[src/rtl/matcher_pkg.sv]
// Shared types for the matcher engine and its scheduler.
package matcher_pkg;

  // Scheduler FSM states; the engine reuses this typedef for its own state view.
  typedef enum logic [2:0] {
    S_IDLE   = 3'd0,
    S_CLEAR  = 3'd1,
    S_LAUNCH = 3'd2,
    S_WAIT   = 3'd3,
    S_RESP   = 3'd4
  } sched_state_t;

  // Index increment that wraps n-1 back to 0.
  function automatic int wrap_inc(input int idx, input int n);
    return (idx + 1 >= n) ? 0 : idx + 1;
  endfunction

endpackage

[src/rtl/match_scheduler_if.sv]
// Requester/consumer side bundle of the match scheduler.
//
// Handshakes: a transfer happens in a cycle where both valid and ready are
// high. The requester holds req_valid[i] and its address slice until it sees
// req_ready[i]; the scheduler holds rsp_valid and every rsp_* field stable
// until it sees rsp_ready. Neither ready depends on the same-side valid being
// withdrawn, and valid is never retracted before its transfer.
interface match_scheduler_if #(
  parameter int N_REQ      = 4,
  parameter int ADDR_WIDTH = 4,
  parameter int ID_W       = $clog2(N_REQ)
) ();
  logic [N_REQ-1:0]            req_valid;
  logic [N_REQ*ADDR_WIDTH-1:0] req_input_addr;
  logic [N_REQ-1:0]            req_ready;
  logic                        rsp_valid;
  logic                        rsp_ready;
  logic [ID_W-1:0]             rsp_id;
  logic                        rsp_found;
  logic                        rsp_timeout;
  logic [ADDR_WIDTH-1:0]       rsp_vocab_addr;

  // Requesters and response consumer.
  modport master (
    output req_valid, req_input_addr, rsp_ready,
    input  req_ready, rsp_valid, rsp_id, rsp_found, rsp_timeout, rsp_vocab_addr
  );

  // The scheduler.
  modport slave (
    input  req_valid, req_input_addr, rsp_ready,
    output req_ready, rsp_valid, rsp_id, rsp_found, rsp_timeout, rsp_vocab_addr
  );
endinterface

[src/rtl/match_scheduler_rr_arbiter.sv]
// Combinational round-robin picker: first set request at or after ptr.
module rr_arbiter
  import matcher_pkg::*;
#(
  parameter  int N_REQ = 4,
  localparam int ID_W  = $clog2(N_REQ)
) (
  input  logic [N_REQ-1:0] req,
  input  logic [ID_W-1:0]  ptr,
  output logic [N_REQ-1:0] gnt,
  output logic [ID_W-1:0]  gnt_idx,
  output logic             any
);

  int idx;

  // Walk ptr, ptr+1, ... (mod N_REQ) and keep the first requester found.
  always_comb begin
    gnt     = '0;
    gnt_idx = '0;
    any     = 1'b0;
    idx     = int'(ptr);
    for (int k = 0; k < N_REQ; k++) begin
      if (!any && req[ID_W'(idx)]) begin
        any              = 1'b1;
        gnt[ID_W'(idx)]  = 1'b1;
        gnt_idx          = ID_W'(idx);
      end
      idx = wrap_inc(idx, N_REQ);
    end
  end

endmodule

[src/rtl/match_scheduler.sv]
// Shares one vocabulary-matcher engine among N_REQ requesters: round-robin
// accept, clear + launch the engine, wait with a watchdog, return the result.
module match_scheduler
  import matcher_pkg::*;
#(
  parameter  int N_REQ      = 4,
  parameter  int ADDR_WIDTH = 4,
  parameter  int TIMEOUT    = 255,
  localparam int ID_W       = $clog2(N_REQ)
) (
  input  logic                  clk,
  input  logic                  rst,
  match_scheduler_if.slave      bus,
  input  logic [ADDR_WIDTH-1:0] vocab_start_addr,
  input  logic [ADDR_WIDTH-1:0] vocab_end_addr,
  output logic                  eng_clr,
  output logic                  eng_cs,
  output logic [ADDR_WIDTH-1:0] eng_vocab_start_addr,
  output logic [ADDR_WIDTH-1:0] eng_vocab_end_addr,
  output logic [ADDR_WIDTH-1:0] eng_input_start_addr,
  input  logic                  eng_done,
  input  logic                  eng_found,
  input  logic [ADDR_WIDTH-1:0] eng_addr_v,
  output sched_state_t          dbg_state
);

  localparam int WD_W = $clog2(TIMEOUT + 1);

  sched_state_t          state, state_next;
  logic [N_REQ-1:0]      gnt;
  logic [ID_W-1:0]       gnt_idx;
  logic                  any;
  logic [ID_W-1:0]       ptr;
  logic [ID_W-1:0]       g_q;
  logic [WD_W-1:0]       wd;
  logic                  wd_expired;
  logic [ADDR_WIDTH-1:0] in_addr_q, vs_q, ve_q, vaddr_q;
  logic                  found_q, timeout_q;
  logic [N_REQ-1:0]      req_ready_c;
  logic                  eng_clr_c, eng_cs_c;

  rr_arbiter #(.N_REQ(N_REQ)) u_arb (
    .req     (bus.req_valid),
    .ptr     (ptr),
    .gnt     (gnt),
    .gnt_idx (gnt_idx),
    .any     (any)
  );

  assign wd_expired = (wd == WD_W'(TIMEOUT - 1));

  // State register.
  always_ff @(posedge clk) begin
    if (rst) state <= S_IDLE;
    else     state <= state_next;
  end

  // Next-state and strobe outputs; reset forces the engine cleared and idles the strobes.
  always_comb begin
    state_next  = state;
    req_ready_c = '0;
    eng_clr_c   = rst;
    eng_cs_c    = 1'b0;
    case (state)
      S_IDLE: begin
        if (any) begin
          req_ready_c = gnt;
          state_next  = S_CLEAR;
        end
      end
      S_CLEAR: begin
        eng_clr_c  = 1'b1;
        state_next = S_LAUNCH;
      end
      S_LAUNCH: begin
        eng_cs_c   = 1'b1;
        state_next = S_WAIT;
      end
      S_WAIT: begin
        if (eng_done || wd_expired) state_next = S_RESP;
      end
      S_RESP: begin
        if (bus.rsp_ready) state_next = S_IDLE;
      end
      default: state_next = S_IDLE;
    endcase
    if (rst) begin
      req_ready_c = '0;
      eng_cs_c    = 1'b0;
    end
  end

  // Job latches, watchdog, result capture and round-robin pointer update.
  always_ff @(posedge clk) begin
    if (rst) begin
      ptr       <= '0;
      g_q       <= '0;
      wd        <= '0;
      in_addr_q <= '0;
      vs_q      <= '0;
      ve_q      <= '0;
      vaddr_q   <= '0;
      found_q   <= 1'b0;
      timeout_q <= 1'b0;
    end else begin
      case (state)
        S_IDLE: begin
          if (any) begin
            g_q       <= gnt_idx;
            in_addr_q <= bus.req_input_addr[int'(gnt_idx)*ADDR_WIDTH +: ADDR_WIDTH];
            vs_q      <= vocab_start_addr;
            ve_q      <= vocab_end_addr;
          end
        end
        S_LAUNCH: wd <= '0;
        S_WAIT: begin
          // A done arriving in the expiry cycle still counts as a real result.
          if (eng_done) begin
            found_q   <= eng_found;
            vaddr_q   <= eng_addr_v;
            timeout_q <= 1'b0;
          end else if (wd_expired) begin
            found_q   <= 1'b0;
            vaddr_q   <= '0;
            timeout_q <= 1'b1;
          end else begin
            wd <= wd + 1'b1;
          end
        end
        S_RESP: begin
          if (bus.rsp_ready) ptr <= ID_W'(wrap_inc(int'(g_q), N_REQ));
        end
        default: ;
      endcase
    end
  end

  assign bus.req_ready          = req_ready_c;
  assign bus.rsp_valid          = (state == S_RESP) && !rst;
  assign bus.rsp_id             = g_q;
  assign bus.rsp_found          = found_q;
  assign bus.rsp_timeout        = timeout_q;
  assign bus.rsp_vocab_addr     = vaddr_q;
  assign eng_clr                = eng_clr_c;
  assign eng_cs                 = eng_cs_c;
  assign eng_vocab_start_addr   = vs_q;
  assign eng_vocab_end_addr     = ve_q;
  assign eng_input_start_addr   = in_addr_q;
  assign dbg_state              = state;

endmodule

[src/flat_wrapper.sv]
// flat-port wrapper written by rule: the top's interface ports become plain ports
module match_scheduler_flat import matcher_pkg::*;
#(
  parameter  int N_REQ      = 4,
  parameter  int ADDR_WIDTH = 4,
  parameter  int TIMEOUT    = 255,
  localparam int ID_W       = $clog2(N_REQ)
)
  (clk, rst, vocab_start_addr, vocab_end_addr, eng_clr, eng_cs, eng_vocab_start_addr, eng_vocab_end_addr, eng_input_start_addr, eng_done, eng_found, eng_addr_v, dbg_state, bus_req_valid, bus_req_input_addr, bus_rsp_ready, bus_req_ready, bus_rsp_valid, bus_rsp_id, bus_rsp_found, bus_rsp_timeout, bus_rsp_vocab_addr);
  match_scheduler_if #(.N_REQ(N_REQ), .ADDR_WIDTH(ADDR_WIDTH)) bus_i ();
  input  logic clk;
  input  logic rst;
  input  logic [ADDR_WIDTH-1:0] vocab_start_addr;
  input  logic [ADDR_WIDTH-1:0] vocab_end_addr;
  output logic eng_clr;
  output logic eng_cs;
  output logic [ADDR_WIDTH-1:0] eng_vocab_start_addr;
  output logic [ADDR_WIDTH-1:0] eng_vocab_end_addr;
  output logic [ADDR_WIDTH-1:0] eng_input_start_addr;
  input  logic eng_done;
  input  logic eng_found;
  input  logic [ADDR_WIDTH-1:0] eng_addr_v;
  output sched_state_t dbg_state;
  input wire logic [$bits(bus_i.req_valid)-1:0] bus_req_valid;
  input wire logic [$bits(bus_i.req_input_addr)-1:0] bus_req_input_addr;
  input wire logic [$bits(bus_i.rsp_ready)-1:0] bus_rsp_ready;
  output wire logic [$bits(bus_i.req_ready)-1:0] bus_req_ready;
  output wire logic [$bits(bus_i.rsp_valid)-1:0] bus_rsp_valid;
  output wire logic [$bits(bus_i.rsp_id)-1:0] bus_rsp_id;
  output wire logic [$bits(bus_i.rsp_found)-1:0] bus_rsp_found;
  output wire logic [$bits(bus_i.rsp_timeout)-1:0] bus_rsp_timeout;
  output wire logic [$bits(bus_i.rsp_vocab_addr)-1:0] bus_rsp_vocab_addr;
  assign bus_i.req_valid = bus_req_valid;
  assign bus_i.req_input_addr = bus_req_input_addr;
  assign bus_i.rsp_ready = bus_rsp_ready;
  assign bus_req_ready = bus_i.req_ready;
  assign bus_rsp_valid = bus_i.rsp_valid;
  assign bus_rsp_id = bus_i.rsp_id;
  assign bus_rsp_found = bus_i.rsp_found;
  assign bus_rsp_timeout = bus_i.rsp_timeout;
  assign bus_rsp_vocab_addr = bus_i.rsp_vocab_addr;
  match_scheduler #(.N_REQ(N_REQ), .ADDR_WIDTH(ADDR_WIDTH), .TIMEOUT(TIMEOUT)) u_core (.clk(clk), .rst(rst), .bus(bus_i), .vocab_start_addr(vocab_start_addr), .vocab_end_addr(vocab_end_addr), .eng_clr(eng_clr), .eng_cs(eng_cs), .eng_vocab_start_addr(eng_vocab_start_addr), .eng_vocab_end_addr(eng_vocab_end_addr), .eng_input_start_addr(eng_input_start_addr), .eng_done(eng_done), .eng_found(eng_found), .eng_addr_v(eng_addr_v), .dbg_state(dbg_state));
endmodule
[config.mk]
export PLATFORM = sky130hd
export DESIGN_NAME = match_scheduler_flat
export DESIGN_NICKNAME = d
export VERILOG_FILES = /design/src/rtl/matcher_pkg.sv /design/src/rtl/match_scheduler_if.sv /design/src/rtl/match_scheduler_rr_arbiter.sv /design/src/rtl/match_scheduler.sv /design/src/flat_wrapper.sv
export SDC_FILE = /design/constraint.sdc
export NUM_CORES = 1
export LEC_CHECK = 0
export CAP_MARGIN = 10
export CORE_AREA = 2 2 62 64
export DETAILED_ROUTE_END_ITERATION = 7
export DIE_AREA = 0 0 64 66
export DONT_BUFFER_PORTS = 1
export PLACE_DENSITY = 0.77
export SLEW_MARGIN = 20
export SYNTH_ARGS = -nofsm -noshare
export SYNTH_HDL_FRONTEND = slang
export SYNTH_SLANG_ARGS = --single-unit
[constraint.sdc]
create_clock -name clk -period 3.7 [get_ports clk]
set_input_delay 0.37 -clock clk [delete_from_list [all_inputs] [get_ports clk]]
set_output_delay 0.37 -clock clk [all_outputs]
set_load 0.005 [all_outputs]
==> summary by stage <==
Yosys
The number of flops mapped to enable cells by yosys is 0. Counting every net in the synthesized netlist gives between 200 and 300. Among all flip-flop cells after synthesis, the most frequent one is sky130_fd_sc_hd__dfxtp_1. The proportion of synthesized chip area in sequential cells is 0.306.

The mapped netlist covers 0.00216 mm². In this run, distinct cell masters in the synthesized netlist total between 50 and 60. The post-synthesis cell count is around 240. In the synthesized netlist the async set-or-reset flop fraction comes to 0. The adder-cell area share of the yosys netlist is 0.0579. Of the post-synthesis cell area, the dominant cell type holds 0.306. Of the total synthesized cell area, the portion taken by XOR and XNOR cells is 0.0203. The number of register bits inferred by synthesis is 33. The synthesized area per cell is just under 9 µm². By area the synthesized netlist is led by sky130_fd_sc_hd__dfxtp_1 (31%), sky130_fd_sc_hd__mux2i_1 (12%), sky130_fd_sc_hd__nor2_1 (6.6%), sky130_fd_sc_hd__ha_1 (5.8%), sky130_fd_sc_hd__o221ai_2 (2.8%). Of the total synthesized cell area, the portion taken by AND, OR, NAND and NOR gates is 0.237. The fraction of the mapped netlist area in compound gates is 0.188. The proportion of synthesized area in mux cells is 0.137. The biggest area contributor in the post-synthesis netlist is sky130_fd_sc_hd__dfxtp_1.

By area, the combinational part of the netlist is dominated by simple AND/OR/NAND/NOR gates. The count of warnings emitted by yosys is 0.

Global routing
The total global-route track usage is 0.211. The initial antenna violation count came to 0. The number of global-route vias before repair is 1,568. The first global-routing pass estimated ~7000 µm of wire.

Summed over all layers, the global routing overflow is 0. The pin count of the biggest net entering global routing is 33.

Floorplan
The count of boundary I/O pins is 67. The initial core utilization is 0.609. The full die area is 0.00422 mm². The floorplan has 22 rows.

The placeable core region is 0.00355 mm². The die height is around 66 µm. The width of the chip is approximately 64 µm.

Layout
In the final layout, the multi-input gates occupy roughly 0.0014 mm². The final-layout fill cell count is 318. The number of nets in the finished design is 284. The layout-stage area growth over the synthesis result is 2.43%. 0 antenna diodes ended up in the layout.

The sequential cells in the finished layout cover a total of around 660 µm². The cell area after layout is between 0.002 and 0.0025 mm². The ratio of cells with drive above 1 in the final layout is 0.147.

CTS
The clock passes through at most 2 buffers. The H-tree depth is 2. The post-cts hold buffer count is 0. After clock tree synthesis, the clock-pin slew on the worst setup and hold paths is around 0.11 ns. Post-CTS repair changed the size of 0 cells.

The number of buffers created by CTS is 5. The clock reaches the later pin of the worst-skew pair after between 0.3 and 0.4 ns. The number of clock sinks is 33.

The number of setup buffers added after CTS is 0. Clock tree synthesis selected as its root buffer the cell sky130_fd_sc_hd__clkbuf_4. TritonCTS built the clock tree.

Timing
The count of final setup violators is 0. The worst path in the final design needs a cycle of ~3.5 ns, including I/O delays and setup. Of the available clock period, the critical path in the final layout requires 0.938.

Setup repair after global routing left no endpoint under its margin. The total count of hold-check failures in the final report was 0. Setup total negative slack on the finished layout was measured at 0 ns. The final number of max-transition violations was 0. Headroom to the max-slew limit came out at 0.636. The final setup skew is approximately 0.0084 ns. For this run, the top clock speed supported by timing is between 200 and 300 MHz. The transition at the pin with the smallest max-transition slack is 0.538 ns.

Pwr
The combinational fraction of design power is 0.170. Internal power comes to roughly 500 µW. Of the total power, the share spent switching nets is 0.296. The switching component of the power is around 210 µW.

The analysis attributes to cell leakage a power of between 0.8 and 0.9 nW. The peak supply drop is ~0.24 mV. The share of total power dissipated in sequential elements is 0.553. The share of total power dissipated in the clock network is 0.277. For this design the ratio of total power to cell area is 324 mW/mm².

Detailed routing
The number of violations reported at the end of detailed-routing iteration 0 is 62. For this block, the routed nets add up to around 4400 µm of wire. The number of remaining DRC errors is 0. Once detail routing completed, the nets flagged for antenna violations numbered 0. After detailed routing, the average wire length per cell comes to roughly 16 µm.

Before antenna repair, the detailed router went through 4 iterations. The via density per instance is ~6.1. The routed layout has ~1,800 vias.

Critical path
The critical path required time is between 3 and 4 ns. The critical path is of the flop to output port type. In this run the worst setup path terminates at bus_req_ready[2].

In this run the critical register-to-register path is captured at u_core.eng_input_start_addr[2]. The biggest cell delay along the critical path is roughly 0.60 ns. Counting both buffers and inverters, the worst setup path holds a total of 2. The type of element launching the critical path is a flop. The critical path's most frequent cell is sky130_fd_sc_hd__inv_1.

In this run the number of cells on the critical path is 9. Grouping stages by cell kind, the critical path spends the most delay in simple AND/OR/NAND/NOR gates. In this run the register-to-register setup slack is 0.58 ns. The critical path goes through inv_1, ha_2, mux4_2, or2_1, nor4_2, inv_1, a21oi_1, a221oi_1, nor2_1. The category of the worst setup path capture point is an output port. Of all nets on the critical path, the largest fanout is 16. The number of cell instances on the worst register-to-register path is 8. In this run the critical register-to-register path is launched from u_core.ptr[0]. The cell type of the slowest stage on the worst timing path is sky130_fd_sc_hd__mux4_2. Data arrives at the worst endpoint at 3.10 ns. The beginning of the critical path is u_core.ptr[0].

Hold path
The type of the tightest min-delay check is primary input to flop.

Placed design
In this run the cell area measured after placement is 0.00216 mm². The total half-perimeter wirelength after legalization and detailed placement is around 3200 µm. The routability-driven placement congestion ratio is 0.920. Port buffering added 0 buffers.

Run
The count of max-cap constraint violations is 0.

Outcome
The flow ran to the end, and the final reports show no timing, DRC or antenna violations.
[layout by cell type, fill, tap and decap left out, types with 2 or more instances in the layout]
cell type / instances
sky130_fd_sc_hd__clkbuf_4: 5
sky130_fd_sc_hd__nand2b_1: 2
sky130_fd_sc_hd__a222oi_1: 2
sky130_fd_sc_hd__xor2_1: 4
sky130_fd_sc_hd__a32o_1: 2
sky130_fd_sc_hd__a21oi_1: 10
sky130_fd_sc_hd__o21a_1: 2
sky130_fd_sc_hd__nor4_1: 3
sky130_fd_sc_hd__or2_1: 2
sky130_fd_sc_hd__nor2b_1: 3
sky130_fd_sc_hd__dfxtp_1: 33
sky130_fd_sc_hd__a31oi_1: 3
sky130_fd_sc_hd__a22oi_1: 5
sky130_fd_sc_hd__or3b_2: 2
sky130_fd_sc_hd__and2_1: 2
sky130_fd_sc_hd__ha_1: 9
sky130_fd_sc_hd__nand2_1: 12
sky130_fd_sc_hd__clkinv_2: 2
sky130_fd_sc_hd__buf_4: 4
sky130_fd_sc_hd__inv_1: 6
sky130_fd_sc_hd__nand4_1: 4
sky130_fd_sc_hd__nand3b_1: 7
sky130_fd_sc_hd__o221ai_2: 4
sky130_fd_sc_hd__o21ai_0: 5
sky130_fd_sc_hd__mux4_2: 2
sky130_fd_sc_hd__nor2_1: 38
sky130_fd_sc_hd__mux2i_1: 25
sky130_fd_sc_hd__or3_1: 5
sky130_fd_sc_hd__or2_2: 5
sky130_fd_sc_hd__a221oi_1: 5
sky130_fd_sc_hd__nor3_1: 3
sky130_fd_sc_hd__and3_1: 2
[cell type report]
cell class / count / area share
repair buffers: 4 / 0.0136
multi-input cells: 187 / 0.626
well taps: 48 / 0.0271
clock buffers: 5 / 0.0170
clock inverters: 3 / 0.00791
inverters: 6 / 0.0102
flip-flops and latches: 33 / 0.298
[metrics by stage]
step                      worst slack (ns)   util  cells  hold slack (ns)  power [mW]
after global routing                0.0522  0.623    286           0.0689       0.754
after floorplan                      0.469      -    242            0.458       0.514
final                                0.231  0.623    286           0.0903       0.716
after detailed placement             0.467  0.607    278            0.449       0.526
after global placement               0.552  0.607    278            0.446       0.524
after CTS                           0.0886  0.623    286           0.0779       0.723
[cells in the mapped netlist (3+ instances only)]
cell                       number
sky130_fd_sc_hd__a21oi_1       10
sky130_fd_sc_hd__a221oi_1       5
sky130_fd_sc_hd__a22oi_1        5
sky130_fd_sc_hd__a31oi_1        3
sky130_fd_sc_hd__buf_2          4
sky130_fd_sc_hd__buf_6          3
sky130_fd_sc_hd__clkbuf_1       6
sky130_fd_sc_hd__dfxtp_1       33
sky130_fd_sc_hd__ha_1          10
sky130_fd_sc_hd__inv_1          6
sky130_fd_sc_hd__mux2i_1       25
sky130_fd_sc_hd__nand2_1       12
sky130_fd_sc_hd__nand3b_1       7
sky130_fd_sc_hd__nand4_1        4
sky130_fd_sc_hd__nor2_1        38
sky130_fd_sc_hd__nor2b_1        3
sky130_fd_sc_hd__nor3_1         3
sky130_fd_sc_hd__nor4_1         3
sky130_fd_sc_hd__o21ai_0        5
sky130_fd_sc_hd__o221ai_2       4
sky130_fd_sc_hd__or2_2          5
sky130_fd_sc_hd__or3_1          5
sky130_fd_sc_hd__xor2_1         4
[power by group through the flow]
stage / clock network (mW) / registers [mW] / logic (mW)
2_1_floorplan: 0 / 0.398 / 0.116
3_3_place_gp: 0 / 0.404 / 0.120
3_5_place_dp: 0 / 0.404 / 0.122
4_1_cts: 0.204 / 0.396 / 0.123
5_1_grt: 0.221 / 0.399 / 0.133
6_report: 0.198 / 0.396 / 0.122
[registers in the layout (all words and copies together) (netlist names)]
| name | cells |
|---|---|
| u_core.bus.rsp_timeout | 1 |
| u_core.bus.rsp_vocab_addr | 4 |
| u_core.bus.rsp_found | 1 |
| u_core.ptr | 2 |
| u_core.eng_input_start_addr | 4 |
| u_core.bus.rsp_id | 2 |
| u_core.wd | 8 |
| u_core.eng_vocab_end_addr | 4 |
| u_core.eng_vocab_start_addr | 4 |
| u_core.dbg_state | 3 |
[kinds of logic after synthesis]
logic type                 after synthesis
AOI/OAI and AO/OA                       48
xor gates and xnor gates                 5
adders and majority gates               10
buffers and inverters                   22
DFF                                     33
muxes                                   27
and+or+nand+nor                         97
[routing by layer]
metal / part of all wire / vias to the layer above / wire length [µm] / track usage
met3: 0.070 / 8 / 310 / 0.0664
met2: 0.47 / 58 / 2070 / 0.326
met5: 0 / - / 0 / 0
met1: 0.45 / 825 / 2010 / 0.270
met4: 0.011 / 0 / 51 / 0.0924
li1: - / 867 / - / -
[worst min-delay path by stage]
| stage | start | endpoint | slack [ns] | cells past startpoint |
|---|---|---|---|---|
| finish | rst | u_core.bus.rsp_id[1] | 0.09 | 1 |
| detailed placement | rst | u_core.wd[0] | 0.45 | 1 |
| global route | rst | u_core.dbg_state[2] | 0.07 | 1 |
| global placement | rst | u_core.wd[0] | 0.45 | 1 |
| floorplan | u_core.wd[7] | u_core.wd[7] | 0.46 | 2 |
| CTS | rst | u_core.dbg_state[2] | 0.08 | 1 |
No activity file was read; power rests on OpenSTA's default activity.
